==> config.mk <==
export PLATFORM = sky130hd
export DESIGN_NAME = delay_cfg_seq
export DESIGN_NICKNAME = d
export VERILOG_FILES = /design/src/rtl/delay_pkg.sv /design/src/rtl/delay_cfg_seq.sv
export SDC_FILE = /design/constraint.sdc
export NUM_CORES = 1
export LEC_CHECK = 0
export ABC_AREA = 1
export CAP_MARGIN = 20
export CORE_ASPECT_RATIO = 0.7
export CORE_MARGIN = 4
export CORE_UTILIZATION = 35
export CTS_CLUSTER_DIAMETER = 100
export DETAILED_ROUTE_END_ITERATION = 8
export PLACE_DENSITY = 0.67
export SKIP_LAST_GASP = 1
export SLEW_MARGIN = 0
export SYNTH_ARGS = -nofsm -noshare
export SYNTH_HDL_FRONTEND = slang
export SYNTH_SLANG_ARGS = --single-unit
export TNS_END_PERCENT = 10
==> constraint.sdc <==
create_clock -name ACLK -period 2.25 [get_ports ACLK]
set_input_delay 0.5625 -clock ACLK [delete_from_list [all_inputs] [get_ports ACLK]]
set_output_delay 0.5625 -clock ACLK [all_outputs]
set_load 0.01 [all_outputs]
==> src/rtl/delay_pkg.sv <==
// delay_pkg: shared types and constants for the delay-register configure/verify sequencer.
`default_nettype none
package delay_pkg;

    typedef enum logic [2:0] {
        IDLE   = 3'd0,
        WRITE  = 3'd1,
        WRESP  = 3'd2,
        RADDR  = 3'd3,
        RDATA  = 3'd4,
        NEXT   = 3'd5,
        FINISH = 3'd6
    } state_t;

    localparam logic [1:0] RESP_OKAY   = 2'b00;
    localparam logic [1:0] RESP_SLVERR = 2'b10;

    localparam logic [1:0] ERR_TIMEOUT  = 2'd0;
    localparam logic [1:0] ERR_BRESP    = 2'd1;
    localparam logic [1:0] ERR_RRESP    = 2'd2;
    localparam logic [1:0] ERR_MISMATCH = 2'd3;

    localparam logic [31:0] REG_OFS0 = 32'h0;
    localparam logic [31:0] REG_OFS1 = 32'h4;
    localparam logic [31:0] REG_OFS2 = 32'h8;
    localparam logic [31:0] REG_OFS3 = 32'hC;

    function automatic logic [31:0] reg_offset(input logic [1:0] i);
        case (i)
            2'd0:    reg_offset = REG_OFS0;
            2'd1:    reg_offset = REG_OFS1;
            2'd2:    reg_offset = REG_OFS2;
            default: reg_offset = REG_OFS3;
        endcase
    endfunction

endpackage
`default_nettype wire

==> src/rtl/delay_cfg_seq.sv <==
// delay_cfg_seq: writes NUM_REGS delay registers over AXI4-Lite and reads each back to verify it.
`default_nettype none
module delay_cfg_seq
    import delay_pkg::*;
#(
    parameter logic [31:0] BASE_ADDR = 32'h0000_0000,
    parameter int          NUM_REGS  = 4,
    parameter int          TIMEOUT   = 255
) (
    input  logic         ACLK,
    input  logic         ARESETN,
    input  logic         start,
    input  logic [127:0] cfg_data,
    output logic         busy,
    output logic         done,
    output logic         error,
    output logic [1:0]   err_code,
    output logic [1:0]   err_index,
    output logic [31:0]  m_axi_awaddr,
    output logic [2:0]   m_axi_awprot,
    output logic         m_axi_awvalid,
    input  logic         m_axi_awready,
    output logic [31:0]  m_axi_wdata,
    output logic [3:0]   m_axi_wstrb,
    output logic         m_axi_wvalid,
    input  logic         m_axi_wready,
    input  logic [1:0]   m_axi_bresp,
    input  logic         m_axi_bvalid,
    output logic         m_axi_bready,
    output logic [31:0]  m_axi_araddr,
    output logic [2:0]   m_axi_arprot,
    output logic         m_axi_arvalid,
    input  logic         m_axi_arready,
    input  logic [31:0]  m_axi_rdata,
    input  logic [1:0]   m_axi_rresp,
    input  logic         m_axi_rvalid,
    output logic         m_axi_rready
);

    localparam logic [1:0] LAST_IDX  = 2'(NUM_REGS - 1);
    localparam logic [7:0] WAIT_LIMIT = 8'(TIMEOUT);

    state_t         state_q, state_d;
    logic [1:0]     idx_q, idx_d;
    logic [127:0]   data_q, data_d;
    logic           awvalid_q, awvalid_d;
    logic           wvalid_q, wvalid_d;
    logic [7:0]     cnt_q, cnt_d;
    logic           error_q, error_d;
    logic [1:0]     err_code_q, err_code_d;
    logic [1:0]     err_index_q, err_index_d;
    logic           fault;
    logic [1:0]     fault_code;
    logic [31:0]    word;
    logic           timed_out;
    logic           waiting;

    assign word      = data_q[{idx_q, 5'd0} +: 32];
    assign timed_out = (cnt_q == WAIT_LIMIT);
    assign waiting   = (state_q == WRITE) || (state_q == WRESP) ||
                       (state_q == RADDR) || (state_q == RDATA);

    always_ff @(posedge ACLK or negedge ARESETN) begin
        if (!ARESETN) begin
            state_q     <= IDLE;
            idx_q       <= '0;
            data_q      <= '0;
            awvalid_q   <= 1'b0;
            wvalid_q    <= 1'b0;
            cnt_q       <= '0;
            error_q     <= 1'b0;
            err_code_q  <= '0;
            err_index_q <= '0;
        end else begin
            state_q     <= state_d;
            idx_q       <= idx_d;
            data_q      <= data_d;
            awvalid_q   <= awvalid_d;
            wvalid_q    <= wvalid_d;
            cnt_q       <= cnt_d;
            error_q     <= error_d;
            err_code_q  <= err_code_d;
            err_index_q <= err_index_d;
        end
    end

    always_comb begin
        state_d     = state_q;
        idx_d       = idx_q;
        data_d      = data_q;
        awvalid_d   = awvalid_q;
        wvalid_d    = wvalid_q;
        error_d     = 1'b0;
        err_code_d  = err_code_q;
        err_index_d = err_index_q;
        fault       = 1'b0;
        fault_code  = ERR_TIMEOUT;

        case (state_q)
            IDLE: begin
                if (start) begin
                    data_d      = cfg_data;
                    idx_d       = '0;
                    err_code_d  = '0;
                    err_index_d = '0;
                    awvalid_d   = 1'b1;
                    wvalid_d    = 1'b1;
                    state_d     = WRITE;
                end
            end
            WRITE: begin
                // AW and W channels complete independently, in any order
                if (awvalid_q && m_axi_awready) awvalid_d = 1'b0;
                if (wvalid_q && m_axi_wready)   wvalid_d  = 1'b0;
                if ((!awvalid_q || m_axi_awready) && (!wvalid_q || m_axi_wready))
                    state_d = WRESP;
                else if (timed_out)
                    fault = 1'b1;
            end
            WRESP: begin
                if (m_axi_bvalid) begin
                    if (m_axi_bresp == RESP_OKAY) begin
                        state_d = RADDR;
                    end else begin
                        fault      = 1'b1;
                        fault_code = ERR_BRESP;
                    end
                end else if (timed_out) begin
                    fault = 1'b1;
                end
            end
            RADDR: begin
                if (m_axi_arready)  state_d = RDATA;
                else if (timed_out) fault   = 1'b1;
            end
            RDATA: begin
                if (m_axi_rvalid) begin
                    if (m_axi_rresp != RESP_OKAY) begin
                        fault      = 1'b1;
                        fault_code = ERR_RRESP;
                    end else if (m_axi_rdata != word) begin
                        fault      = 1'b1;
                        fault_code = ERR_MISMATCH;
                    end else begin
                        state_d = NEXT;
                    end
                end else if (timed_out) begin
                    fault = 1'b1;
                end
            end
            NEXT: begin
                idx_d = idx_q + 2'd1;
                if (idx_q == LAST_IDX) begin
                    state_d = FINISH;
                end else begin
                    awvalid_d = 1'b1;
                    wvalid_d  = 1'b1;
                    state_d   = WRITE;
                end
            end
            FINISH:  state_d = IDLE;
            default: state_d = IDLE;
        endcase

        if (fault) begin
            state_d     = IDLE;
            awvalid_d   = 1'b0;
            wvalid_d    = 1'b0;
            error_d     = 1'b1;
            err_code_d  = fault_code;
            err_index_d = idx_q;
        end

        cnt_d = ((state_d != state_q) || !waiting) ? 8'd0 : cnt_q + 8'd1;
    end

    assign m_axi_awaddr  = BASE_ADDR + reg_offset(idx_q);
    assign m_axi_araddr  = m_axi_awaddr;
    assign m_axi_awprot  = 3'b000;
    assign m_axi_arprot  = 3'b000;
    assign m_axi_wdata   = word;
    assign m_axi_wstrb   = 4'hF;
    assign m_axi_awvalid = awvalid_q;
    assign m_axi_wvalid  = wvalid_q;
    assign m_axi_bready  = (state_q == WRESP);
    assign m_axi_arvalid = (state_q == RADDR);
    assign m_axi_rready  = (state_q == RDATA);

    assign busy      = waiting || (state_q == NEXT);
    assign done      = (state_q == FINISH);
    assign error     = error_q;
    assign err_code  = err_code_q;
    assign err_index = err_index_q;

endmodule
`default_nettype wire

### Yosys cells after proc, flatten, opt, wreduce, memory -nomap -nowiden

Index checks and enable logic that the tools add are counted.

* $add $sub $neg: 2
* multipliers: 0
* div/mod/pow operators: 0
* $lt $le $gt $ge: 0
* equality and inequality tests: 17
* shifts and indexed selects: 1
* muxes and demuxes: 42
* bitwise logic cells: 0
* reduce and logical (&&, ||, !) cells: 26

Operator list (number)
* variable part select 128 x 8 -> 32 bit: 1
* inequality test 32 bit: 1
* 2-to-1 mux 3 bit: 10
* one-hot mux 3 bit (6 select lines): 1
* 2-to-1 mux 1 bit: 17
* 2-to-1 mux 2 bit: 7
* one-hot mux 4 bit (3 select lines): 1
* equality test 3 bit, second input constant: 3
* adder 8 x 1 -> 8 bit, second input constant: 1
* equality test 8 bit, second input constant: 1
* 2-to-1 mux 8 bit: 1
* one-hot mux 2 bit (2 select lines): 2
* AND reduction 4 bit: 2
* nonzero test 2 bit: 4
* logical OR 1 bit: 7
* equality test 3 x 2 -> 1 bit, second input constant: 2
* inequality test 3 x 2 -> 1 bit, second input constant: 2
* inequality test 3 bit, second input constant: 2
* one-hot mux 1 bit (3 select lines): 2
* AND reduction 2 bit: 3
* equality test 2 bit, second input constant: 2
* logical NOT 2 bit: 2
* one-hot mux 1 bit (4 select lines): 1
* nonzero test 4 bit: 1
* other kinds (8): 12

* register bits: 148
* bits in latches: 0
* memory bits (writable): 0
* bits in read-only memories: 0
* input port bits: 172
* output and inout port bits: 118
* logic and storage cells: 97
* memories: 0

### Depth between registers and ports, before layout

Gate-level depths: netlist (run 1).

* depth after elaboration: 10
* gate-level depth with buffers: 20
* gate-level depth less buffers: 19

### Worst setup path after synthesis (run 1)

OpenSTA, ideal clock, no wires.

* path type: reg2reg
* from: reg idx_q[1]
* to: reg cnt_q[2]
* library setup time: 120 ps
* arrival time: 1989 ps
* data required time: 2130 ps
* path slack: 141 ps
* cell stages (with the launch flop): 19
* period minus slack after synthesis: 2109 ps
* cells stage by stage: dfrtp_1 buf_2 inv_2 buf_4 nand3_1 nand2_1 inv_1 nand2_1 nand3_1 nor2_1 nand2_1 nor2_2 nand3_1 nand2_4 nand3_1 nand2_1 nand2_1 nand3_2 nor2_1

* word-level cells in the longest chain between the ends: 10
* elaborated cells on any way between the ends: 16
* those cells by class: eq/ne: 3; shift: 1; mux: 11; reduce/logical: 1

RTL lines
* start, declared: line delay_cfg_seq.sv:44 `logic [1:0] idx_q, idx_d;`
* start signal, assigned: line delay_cfg_seq.sv:76 `idx_q <= idx_d;`
* variable part select 128 x 8 -> 32 bit *: line delay_cfg_seq.sv:58 `assign word = data_q[{idx_q, 5'd0} +: 32];`
* net m_axi_wdata[15]: line delay_cfg_seq.sv:23 `output logic [31:0] m_axi_wdata,`
* inequality test 32 bit *: line delay_cfg_seq.sv:141 `end else if (m_axi_rdata != word) begin`
* 2-to-1 mux 3 bit / 2-to-1 mux 1 bit (equally long branches): line delay_cfg_seq.sv:141
* 2-to-1 mux 3 bit / 2-to-1 mux 1 bit (equally long branches): line delay_cfg_seq.sv:138 `if (m_axi_rresp != RESP_OKAY) begin`
* 2-to-1 mux 3 bit / 2-to-1 mux 1 bit (equally long branches): line delay_cfg_seq.sv:137 `if (m_axi_rvalid) begin`
* one-hot mux 3 bit (6 select lines) / one-hot mux 1 bit (4 select lines) (equally long branches): line delay_cfg_seq.sv:99 `case (state_q)`
* 2-to-1 mux 3 bit *: line delay_cfg_seq.sv:165 `if (fault) begin`
* inequality test 3 bit *: line delay_cfg_seq.sv:174 `cnt_d = ((state_d != state_q) || !waiting) ? 8'd0 : cnt_q + 8'd1;`
* logical OR 1 bit *: line delay_cfg_seq.sv:174
* 2-to-1 mux 8 bit *: line delay_cfg_seq.sv:174
* net cnt_d[2]: line delay_cfg_seq.sv:48 `logic [7:0] cnt_q, cnt_d;`
* end signal, assigned: line delay_cfg_seq.sv:80 `cnt_q <= cnt_d;`
* end, declared: line delay_cfg_seq.sv:48

Mark *: on every way through the listed nets, which the timed path passes. The rest lies on a longest branch.
A chain may end at the register's enable or synchronous reset.

### Worst setup path in the final report (run 1)

* from: reg idx_q[0]
* to: out m_axi_awaddr[3]

* word-level cells in the longest chain between the ends: 2
* elaborated cells on any way between the ends: 4
* those cells by class: eq/ne: 2; mux: 1; reduce/logical: 1

RTL lines
* equality test 2 bit, or another cell as far along: line delay_pkg.sv:29 `case (i)`
* one-hot mux 4 bit (3 select lines) *: line delay_pkg.sv:29
* end, declared: line delay_cfg_seq.sv:19 `output logic [31:0] m_axi_awaddr,`

Mark *: on every way between the ends. The rest lies on a longest branch, timed or not.

==> impl_metrics.xml, run 1 <==
<?xml version="1.0" encoding="UTF-8"?>
<metrics>
  <group name="timing">
    <metric name="setup-tns-final" unit="ns">-11.72</metric>
    <metric name="relative_slew_slack" unit="%">64.2</metric>
    <metric name="report.final.slew_viol_count" unit="">0</metric>
    <metric name="grt_setup_unrepaired" unit="">true</metric>
    <metric name="min_period_over_period" unit="%">117</metric>
    <metric name="worst_clock_skew" unit="ns">0.0149</metric>
    <metric name="tightest_slew" unit="ns">0.537</metric>
    <metric name="hold_violation_total_from_the_final_report" unit="">0</metric>
    <metric name="maxClockFrequency" unit="MHz">381</metric>
    <metric name="fin_ws" unit="ns">-0.373</metric>
    <metric name="setup-violations-final" unit="">58</metric>
    <metric name="layout_min_cycle_time" unit="ns">2.62</metric>
  </group>
  <group name="clock_network">
    <metric name="clk_pin_slew" unit="ns">0.07</metric>
    <metric name="cts.sink_count" unit="">148</metric>
    <metric name="ctsLongestPathBuffers" unit="">2</metric>
    <metric name="cts.htree.levels" unit="">4</metric>
    <metric name="clock_insertion_delay_worst_skew" unit="ns">0.42</metric>
    <metric name="clockRootBuffer" unit="">sky130_fd_sc_hd__clkbuf_16</metric>
    <metric name="cts_tree" unit="">done</metric>
    <metric name="cts_hold_repair.buffers" unit="">0</metric>
    <metric name="num_cts_buffers" unit="">17</metric>
  </group>
  <group name="global_route">
    <metric name="grt.total_usage" unit="%">18.6</metric>
    <metric name="grt_pass1_vias" unit="">6912</metric>
    <metric name="antenna_violations_before_repair" unit="">2</metric>
    <metric name="grt_start_max_net_pins" unit="">73</metric>
    <metric name="globalRouteOverflowTotal" unit="">0</metric>
    <metric name="grt_first_pass_wirelength" unit="um">37400</metric>
  </group>
  <group name="setup_path">
    <metric name="class_of_the_most_critical_setup_path" unit="">register to primary output</metric>
    <metric name="critical_path.max_fanout" unit="">11</metric>
    <metric name="crit_path_end_kind" unit="">primary output</metric>
    <metric name="setup.worst_path.start_class" unit="">register</metric>
    <metric name="crit_arrival" unit="ns">2.06</metric>
    <metric name="critical_path_required" unit="ns">1.69</metric>
  </group>
  <group name="synthesis">
    <metric name="avgSynthCellArea" unit="um^2">8.91</metric>
    <metric name="ff_latch_count_synth" unit="">148</metric>
    <metric name="synth-seq-area-share" unit="%">45.2</metric>
    <metric name="syn_inst" unit="">920</metric>
    <metric name="ys_top_cells_by_area" unit="">sky130_fd_sc_hd__dfrtp_1, sky130_fd_sc_hd__mux2_2, sky130_fd_sc_hd__nand2_1</metric>
    <metric name="synth_commonest_cells" unit="">sky130_fd_sc_hd__nand2_1, sky130_fd_sc_hd__dfrtp_1, sky130_fd_sc_hd__mux2_2</metric>
    <metric name="yosysWarningCount" unit="">0</metric>
    <metric name="asyncSetResetFlopFracSynth" unit="%">100</metric>
    <metric name="post-synth-top-area-cell" unit="">sky130_fd_sc_hd__dfrtp_1</metric>
    <metric name="synth_edf_count" unit="">0</metric>
    <metric name="synthDominantCellAreaShare" unit="%">45.2</metric>
    <metric name="top_count_cell_post_synth" unit="">sky130_fd_sc_hd__nand2_1</metric>
    <metric name="syn_area" unit="mm^2">0.00820</metric>
    <metric name="dominantRegCellSynth" unit="">sky130_fd_sc_hd__dfrtp_1</metric>
    <metric name="synth.distinct_cells" unit="">30</metric>
  </group>
  <group name="die">
    <metric name="floorplan.die_area" unit="mm^2">0.0260</metric>
    <metric name="die_height" unit="um">136</metric>
    <metric name="initial_core_utilization" unit="%">35.9</metric>
    <metric name="die_x_extent" unit="um">191</metric>
    <metric name="num_io_pins" unit="">290</metric>
    <metric name="placement_rows" unit="">46</metric>
    <metric name="placeableCoreArea" unit="mm^2">0.0228</metric>
  </group>
  <group name="drt">
    <metric name="via_count_normalized_by_instance_count" unit="">4.58</metric>
    <metric name="drt-wirelength-per-cell" unit="um">16.3</metric>
    <metric name="detailroute.via_count" unit="">6997</metric>
    <metric name="route.antenna.remaining_nets" unit="">0</metric>
    <metric name="drcViolationCount" unit="">0</metric>
    <metric name="drt-met1-wl" unit="um">10800</metric>
    <metric name="highest_layer" unit="">met5</metric>
    <metric name="dr_wl_met3" unit="um">2130</metric>
    <metric name="routed-wl-met2" unit="um">11600</metric>
    <metric name="number_of_iterations_in_the_first_detailed_routing_pass" unit="">4</metric>
    <metric name="routed_wire_length" unit="um">24800</metric>
    <metric name="number_of_violations_reported_at_the_end_of_detailed_routing_iteration_0" unit="">323</metric>
  </group>
  <group name="pwr">
    <metric name="p_sw_share" unit="%">38.0</metric>
    <metric name="leakage" unit="uW">0.00587</metric>
    <metric name="power.net_switching" unit="uW">6470</metric>
    <metric name="clockPowerShare" unit="%">16.9</metric>
    <metric name="internal-power" unit="uW">10600</metric>
    <metric name="share_comb_of_total_power" unit="%">55.7</metric>
    <metric name="sequential_group_share_of_total_power" unit="%">27.4</metric>
    <metric name="cellPowerDensity" unit="mW/mm^2">1380</metric>
    <metric name="irDropWorstVdd" unit="V">0.000732</metric>
  </group>
  <group name="placed_design">
    <metric name="post_dp_cell_area" unit="mm^2">0.0110</metric>
    <metric name="placement.io_buffers" unit="">219</metric>
    <metric name="gp_congestion" unit="">0.897</metric>
    <metric name="dpl_wire_length" unit="um">17600</metric>
    <metric name="placement.setup.worst_slack" unit="ns">-0.474</metric>
  </group>
  <group name="final_layout">
    <metric name="nNetsFinal" unit="">1378</metric>
    <metric name="final_design_area_no_fill" unit="mm^2">0.0124</metric>
    <metric name="synthToLayoutAreaGrowth" unit="%">50.7</metric>
    <metric name="finish.utilization" unit="%">54.1</metric>
    <metric name="layout.filler_cells" unit="">2074</metric>
    <metric name="share_of_post_route_cells_with_drive_strength_above_1" unit="%">33.1</metric>
    <metric name="antenna_cells" unit="">0</metric>
  </group>
  <group name="run">
    <metric name="max_cap_viol_count" unit="">0</metric>
  </group>
  <group name="min_path">
    <metric name="min-delay-path-class" unit="">primary input to asynchronous set/reset pin</metric>
  </group>
  <group name="status">
    <metric name="result_of_the_run" unit="">finished with violations</metric>
    <metric name="failed_checks" unit="">setup timing</metric>
  </group>
</metrics>
==> layout make-up <==
type	instances	area (um^2)	share of cell area, %
inverter	88	357	2.89
clock buffer	19	443	3.59
tap	312	390	3.16
timing repair buffer	302	3100	25.1
multi-input combinational	645	4210	34.1
clock inverter	13	148	1.20
sequential	148	3710	30.0
==> routing by layer <==
metal / GRT usage [%] / up-vias
li1: - / 3398
met1: 24.3 / 3338
met2: 30.5 / 238
met3: 6.19 / 19
met4: 3.91 / 4
met5: 0 / -
==> cells in the final DEF (no fill, tap or decap), types with 3 or more instances in the layout <==
| master | synthesis | layout |
|---|---|---|
| sky130_fd_sc_hd__nand2_1 | 267 | 196 |
| sky130_fd_sc_hd__clkdlybuf4s50_1 | 0 | 182 |
| sky130_fd_sc_hd__dfrtp_1 | 148 | 146 |
| sky130_fd_sc_hd__mux2_2 | 128 | 128 |
| sky130_fd_sc_hd__inv_1 | 85 | 83 |
| sky130_fd_sc_hd__nand3_1 | 113 | 73 |
| sky130_fd_sc_hd__conb_1 | 2 | 70 |
| sky130_fd_sc_hd__nand2_2 | 1 | 66 |
| sky130_fd_sc_hd__buf_4 | 82 | 57 |
| sky130_fd_sc_hd__nand3_2 | 1 | 33 |
| sky130_fd_sc_hd__clkbuf_16 | 0 | 17 |
| sky130_fd_sc_hd__nor2_1 | 29 | 16 |
| sky130_fd_sc_hd__buf_12 | 0 | 16 |
| sky130_fd_sc_hd__buf_2 | 6 | 11 |
| sky130_fd_sc_hd__nor2_2 | 2 | 10 |
| sky130_fd_sc_hd__dlygate4sd2_1 | 0 | 9 |
| sky130_fd_sc_hd__nand3_4 | 0 | 8 |
| sky130_fd_sc_hd__nand2_4 | 1 | 7 |
| sky130_fd_sc_hd__clkdlybuf4s15_1 | 0 | 7 |
| sky130_fd_sc_hd__buf_6 | 3 | 6 |
| sky130_fd_sc_hd__clkdlybuf4s15_2 | 0 | 6 |
| sky130_fd_sc_hd__nor2_4 | 0 | 5 |
| sky130_fd_sc_hd__xor2_1 | 5 | 5 |
| sky130_fd_sc_hd__inv_6 | 0 | 5 |
| sky130_fd_sc_hd__inv_2 | 3 | 4 |
| sky130_fd_sc_hd__nand3b_1 | 4 | 4 |
| sky130_fd_sc_hd__o21ai_0 | 4 | 4 |
| sky130_fd_sc_hd__nand4_1 | 4 | 4 |
| sky130_fd_sc_hd__ha_1 | 4 | 4 |
| sky130_fd_sc_hd__clkinvlp_4 | 0 | 4 |
| sky130_fd_sc_hd__buf_16 | 0 | 3 |
| sky130_fd_sc_hd__buf_8 | 0 | 3 |
==> kinds of logic after synthesis <==
family | synth area share (%)
AND/OR/NAND/NOR | 21.9
flip-flops | 45.2
AO/OA/AOI/OAI | 0.931
multiplexers | 17.6
adder cells (fa/ha/maj) | 0.611
other | 0.0916
buffers and inverters | 13.1
XOR/XNOR | 0.641
==> stage by stage <==
step / power [uW] / hold WS [ns] / cells
6_report: 17000 / 0.102 / 1527
5_1_grt: 18300 / 0.129 / 1527
4_1_cts: 16500 / 0.116 / 1520
3_5_place_dp: 12900 / 0.458 / 1476
3_3_place_gp: 12800 / 0.446 / 1476
2_1_floorplan: 9270 / 0.267 / 988
==> critical path, cell delays in order (launching register included) <==
cell and delay (ns):
sky130_fd_sc_hd__dfrtp_2 0.41, sky130_fd_sc_hd__buf_12 0.15, sky130_fd_sc_hd__buf_4 0.15, sky130_fd_sc_hd__buf_16 0.15, sky130_fd_sc_hd__buf_4 0.14, sky130_fd_sc_hd__ha_1 0.22, sky130_fd_sc_hd__or2_4 0.27, sky130_fd_sc_hd__buf_2 0.15
==> sequential cells by signal, indices dropped and copies added (netlist names) <==
signal / count
cnt_q: 8
data_q: 128
m_axi_awvalid: 1
err_code: 2
m_axi_wvalid: 1
error: 1
state_q: 3
err_index: 2
idx_q: 2
==> power groups by stage <==
stage | combinational (uW) | clock [uW] | sequential (uW)
floorplan | 4800 | 0 | 4460
global placement | 8170 | 0 | 4600
detailed placement | 8290 | 0 | 4650
CTS | 8920 | 2940 | 4610
global route | 10400 | 3050 | 4810
finish | 9490 | 2880 | 4670
==> final timing paths <==
check | start | to | slack [ns] | cells past startpoint
worst max-delay path | idx_q[0] | m_axi_awaddr[3] | -0.37 | 7
worst min-delay path | ARESETN | data_q[107] | 0.10 | 1
worst max register to register | idx_q[0] | cnt_q[4] | -0.29 | 15
worst min register to register | cnt_q[0] | cnt_q[0] | 0.47 | 1
max in group asynchronous | ARESETN | data_q[127] | 1.50 | 2
min in group ACLK | cnt_q[0] | cnt_q[0] | 0.47 | 1
==> timing repair <==
item | in CTS | in global routing
endpoints found under the setup margin | 59 | 59
setup buffers | 7 | 7
pin swaps | 42 | 38
gates resized for setup | 171 | 92
gates cloned | 5 | 0
Note: power is estimated with default switching activity, not from simulation.
==> run 2: changes to the inputs <==
REMOVE_ABC_BUFFERS = 1   (was unset)
==> impl_metrics.xml, run 2 (synthesis results as in run 1) <==
<?xml version="1.0" encoding="UTF-8"?>
<metrics>
  <group name="placed_design">
    <metric name="gp_congestion" unit="">0.839</metric>
    <metric name="post_dp_cell_area" unit="mm^2">0.0110</metric>
    <metric name="placement.io_buffers" unit="">219</metric>
    <metric name="dpl_wire_length" unit="um">16900</metric>
  </group>
  <group name="pwr">
    <metric name="sequential_group_share_of_total_power" unit="%">27.8</metric>
    <metric name="clockPowerShare" unit="%">17.9</metric>
    <metric name="internal-power" unit="uW">10600</metric>
    <metric name="share_comb_of_total_power" unit="%">54.3</metric>
    <metric name="leakage" unit="uW">0.00586</metric>
    <metric name="power.net_switching" unit="uW">6040</metric>
    <metric name="cellPowerDensity" unit="mW/mm^2">1370</metric>
    <metric name="p_sw_share" unit="%">36.3</metric>
    <metric name="irDropWorstVdd" unit="V">0.000572</metric>
  </group>
  <group name="drt">
    <metric name="drt-wirelength-per-cell" unit="um">15.8</metric>
    <metric name="via_count_normalized_by_instance_count" unit="">4.52</metric>
    <metric name="number_of_violations_reported_at_the_end_of_detailed_routing_iteration_0" unit="">254</metric>
    <metric name="drcViolationCount" unit="">0</metric>
    <metric name="number_of_iterations_in_the_first_detailed_routing_pass" unit="">5</metric>
    <metric name="route.antenna.remaining_nets" unit="">0</metric>
    <metric name="detailroute.via_count" unit="">6940</metric>
    <metric name="routed_wire_length" unit="um">24200</metric>
  </group>
  <group name="timing">
    <metric name="setup-violations-final" unit="">58</metric>
    <metric name="fin_ws" unit="ns">-0.291</metric>
    <metric name="fin_hold_ws" unit="ns">0.459</metric>
    <metric name="report.final.slew_viol_count" unit="">0</metric>
    <metric name="maxClockFrequency" unit="MHz">394</metric>
    <metric name="grt_setup_unrepaired" unit="">true</metric>
    <metric name="layout_min_cycle_time" unit="ns">2.54</metric>
    <metric name="min_period_over_period" unit="%">113</metric>
    <metric name="hold_violation_total_from_the_final_report" unit="">0</metric>
    <metric name="worst_clock_skew" unit="ns">0.00873</metric>
    <metric name="setup-tns-final" unit="ns">-10.68</metric>
  </group>
  <group name="global_route">
    <metric name="grt_first_pass_wirelength" unit="um">36400</metric>
    <metric name="grt_pass1_vias" unit="">6843</metric>
    <metric name="most_congested_layer_reported_by_global_routing" unit="">met2</metric>
    <metric name="gr-usage-met3" unit="%">5.31</metric>
    <metric name="grt_start_max_net_pins" unit="">83</metric>
    <metric name="globalRouteMet2Util" unit="%">29.3</metric>
    <metric name="antenna_violations_before_repair" unit="">0</metric>
    <metric name="grt.total_usage" unit="%">18.2</metric>
    <metric name="globalRouteOverflowTotal" unit="">0</metric>
    <metric name="grt_util_met1" unit="%">24.5</metric>
  </group>
  <group name="clock_network">
    <metric name="num_cts_buffers" unit="">17</metric>
    <metric name="clock_insertion_delay_worst_skew" unit="ns">0.43</metric>
    <metric name="ctsLongestPathBuffers" unit="">2</metric>
    <metric name="clockRootBuffer" unit="">sky130_fd_sc_hd__clkbuf_16</metric>
    <metric name="cts.sink_count" unit="">148</metric>
    <metric name="cts_tree" unit="">done</metric>
    <metric name="clk_pin_slew" unit="ns">0.06</metric>
    <metric name="cts.htree.levels" unit="">4</metric>
  </group>
  <group name="status">
    <metric name="result_of_the_run" unit="">finished with violations</metric>
    <metric name="failed_checks" unit="">setup timing</metric>
  </group>
  <group name="die">
    <metric name="placement_rows" unit="">46</metric>
    <metric name="die_height" unit="um">136</metric>
    <metric name="initial_core_utilization" unit="%">35.9</metric>
    <metric name="die_x_extent" unit="um">191</metric>
    <metric name="num_io_pins" unit="">290</metric>
    <metric name="floorplan.die_area" unit="mm^2">0.0260</metric>
    <metric name="placeableCoreArea" unit="mm^2">0.0228</metric>
  </group>
  <group name="setup_path">
    <metric name="class_of_the_most_critical_setup_path" unit="">register to register</metric>
    <metric name="reg2reg_to" unit="">cnt_q[0]</metric>
    <metric name="r2r_cells" unit="">20</metric>
    <metric name="ff2ff_setup_slack" unit="ns">-0.29</metric>
    <metric name="critical_path.max_fanout" unit="">8</metric>
    <metric name="crit_arrival" unit="ns">2.85</metric>
    <metric name="setup.worst_path.start_class" unit="">register</metric>
    <metric name="startpoint" unit="">idx_q[0]</metric>
    <metric name="critical_path_required" unit="ns">2.56</metric>
    <metric name="crit_path_end_kind" unit="">register</metric>
    <metric name="timing.critical_path.to" unit="">cnt_q[0]</metric>
    <metric name="reg2reg_from" unit="">idx_q[0]</metric>
  </group>
  <group name="min_path">
    <metric name="min-delay-path-class" unit="">register to register</metric>
  </group>
  <group name="final_layout">
    <metric name="synthToLayoutAreaGrowth" unit="%">48.5</metric>
    <metric name="register_bank_with_the_most_flops" unit="">data_q</metric>
    <metric name="nNetsFinal" unit="">1385</metric>
    <metric name="share_of_post_route_cells_with_drive_strength_above_1" unit="%">28.1</metric>
    <metric name="most-common-layout-cells" unit="">sky130_fd_sc_hd__nand2_1, sky130_fd_sc_hd__clkdlybuf4s50_1, sky130_fd_sc_hd__dfrtp_1</metric>
    <metric name="finish.utilization" unit="%">53.3</metric>
    <metric name="final_design_area_no_fill" unit="mm^2">0.0122</metric>
    <metric name="largest_registers" unit="">data_q: 128 flops, cnt_q: 8 flops, state_q: 3 flops</metric>
    <metric name="largest_register_ff_count" unit="">128</metric>
    <metric name="most_common_library_cell_in_the_layout_ignoring_fill_and_taps" unit="">sky130_fd_sc_hd__nand2_1</metric>
  </group>
  <group name="run">
    <metric name="max_cap_viol_count" unit="">0</metric>
  </group>
</metrics>
run 2: worst max-delay path: stages, from the launching register on:
cell and delay (ns):
sky130_fd_sc_hd__dfrtp_2 0.41, sky130_fd_sc_hd__clkinv_4 0.11, sky130_fd_sc_hd__buf_12 0.15, sky130_fd_sc_hd__buf_16 0.13, sky130_fd_sc_hd__buf_12 0.15, sky130_fd_sc_hd__nand2_4 0.06, sky130_fd_sc_hd__nand3_4 0.07, sky130_fd_sc_hd__nand2_2 0.08
sky130_fd_sc_hd__nand2_1 0.05, sky130_fd_sc_hd__nand2_1 0.07, sky130_fd_sc_hd__nand2_2 0.09, sky130_fd_sc_hd__nor2_4 0.12, sky130_fd_sc_hd__nand2_2 0.08, sky130_fd_sc_hd__nor2_4 0.15, sky130_fd_sc_hd__nand3_2 0.11, sky130_fd_sc_hd__nand2_4 0.14
sky130_fd_sc_hd__nand3_2 0.09, sky130_fd_sc_hd__nand2_1 0.06, sky130_fd_sc_hd__nand2_1 0.08, sky130_fd_sc_hd__nand3_4 0.15, sky130_fd_sc_hd__nor2_1 0.06
run 2: power groups by stage:
stage               Clock [uW]  Sequential, uW  Combinational (uW)
finish                    2970            4620                9040
global route              3160            4770                9950
CTS                       3040            4620                8900
detailed placement           0            4650                8220
global placement             0            4590                8110
floorplan                    0            4570                4560
run 2: worst min-delay path by stage:
stage	startpoint	end	depth (start not counted)
2_1_floorplan	ARESETN	cnt_q[0]	0
3_3_place_gp	ARESETN	data_q[94]	1
3_5_place_dp	ARESETN	data_q[110]	1
4_1_cts	cnt_q[0]	cnt_q[0]	1
5_1_grt	cnt_q[0]	cnt_q[0]	1
6_report	cnt_q[0]	cnt_q[0]	1
run 2: layout make-up:
class / count / area (um^2)
Antenna cell: 1 / 2.50
Clock buffer: 22 / 494
Clock inverter: 9 / 125
Fill cell: 2065 / 10700
Inverter: 88 / 338
Multi-Input combinational cell: 645 / 3970
Sequential cell: 148 / 3710
Tap cell: 312 / 390
Timing Repair Buffer: 309 / 3150
run 2: what timing repair did:
action                                  in CTS  in global routing
endpoints found under the hold margin       15                  0
endpoints found under the setup margin      59                 59
gates cloned                                 5                  0
hold buffers                                 1                  0
pin swaps                                   36                 12
resized for setup                          153                 29
buffers inserted                            17                  3
run 2: metal layers:
metal / wire (um) / up-vias
met5: 0 / -
met4: 201 / 0
met3: 1880 / 17
met2: 11200 / 217
met1: 11000 / 3307
li1: - / 3399
run 2: stage by stage:
step / std cells / setup WS, ns / power, uW
3_3_place_gp: 1476 / -0.397 / 12700
4_1_cts: 1530 / -0.236 / 16600
6_report: 1534 / -0.291 / 16600
2_1_floorplan: 881 / -2.86 / 9130
3_5_place_dp: 1476 / -0.419 / 12900
5_1_grt: 1533 / -0.434 / 17900
==> run 3: changes to the inputs <==
SLEW_MARGIN = 40   (was 0)
==> results of run 3 <==
Final layout, timing and power as in run 2 (identical DEF).
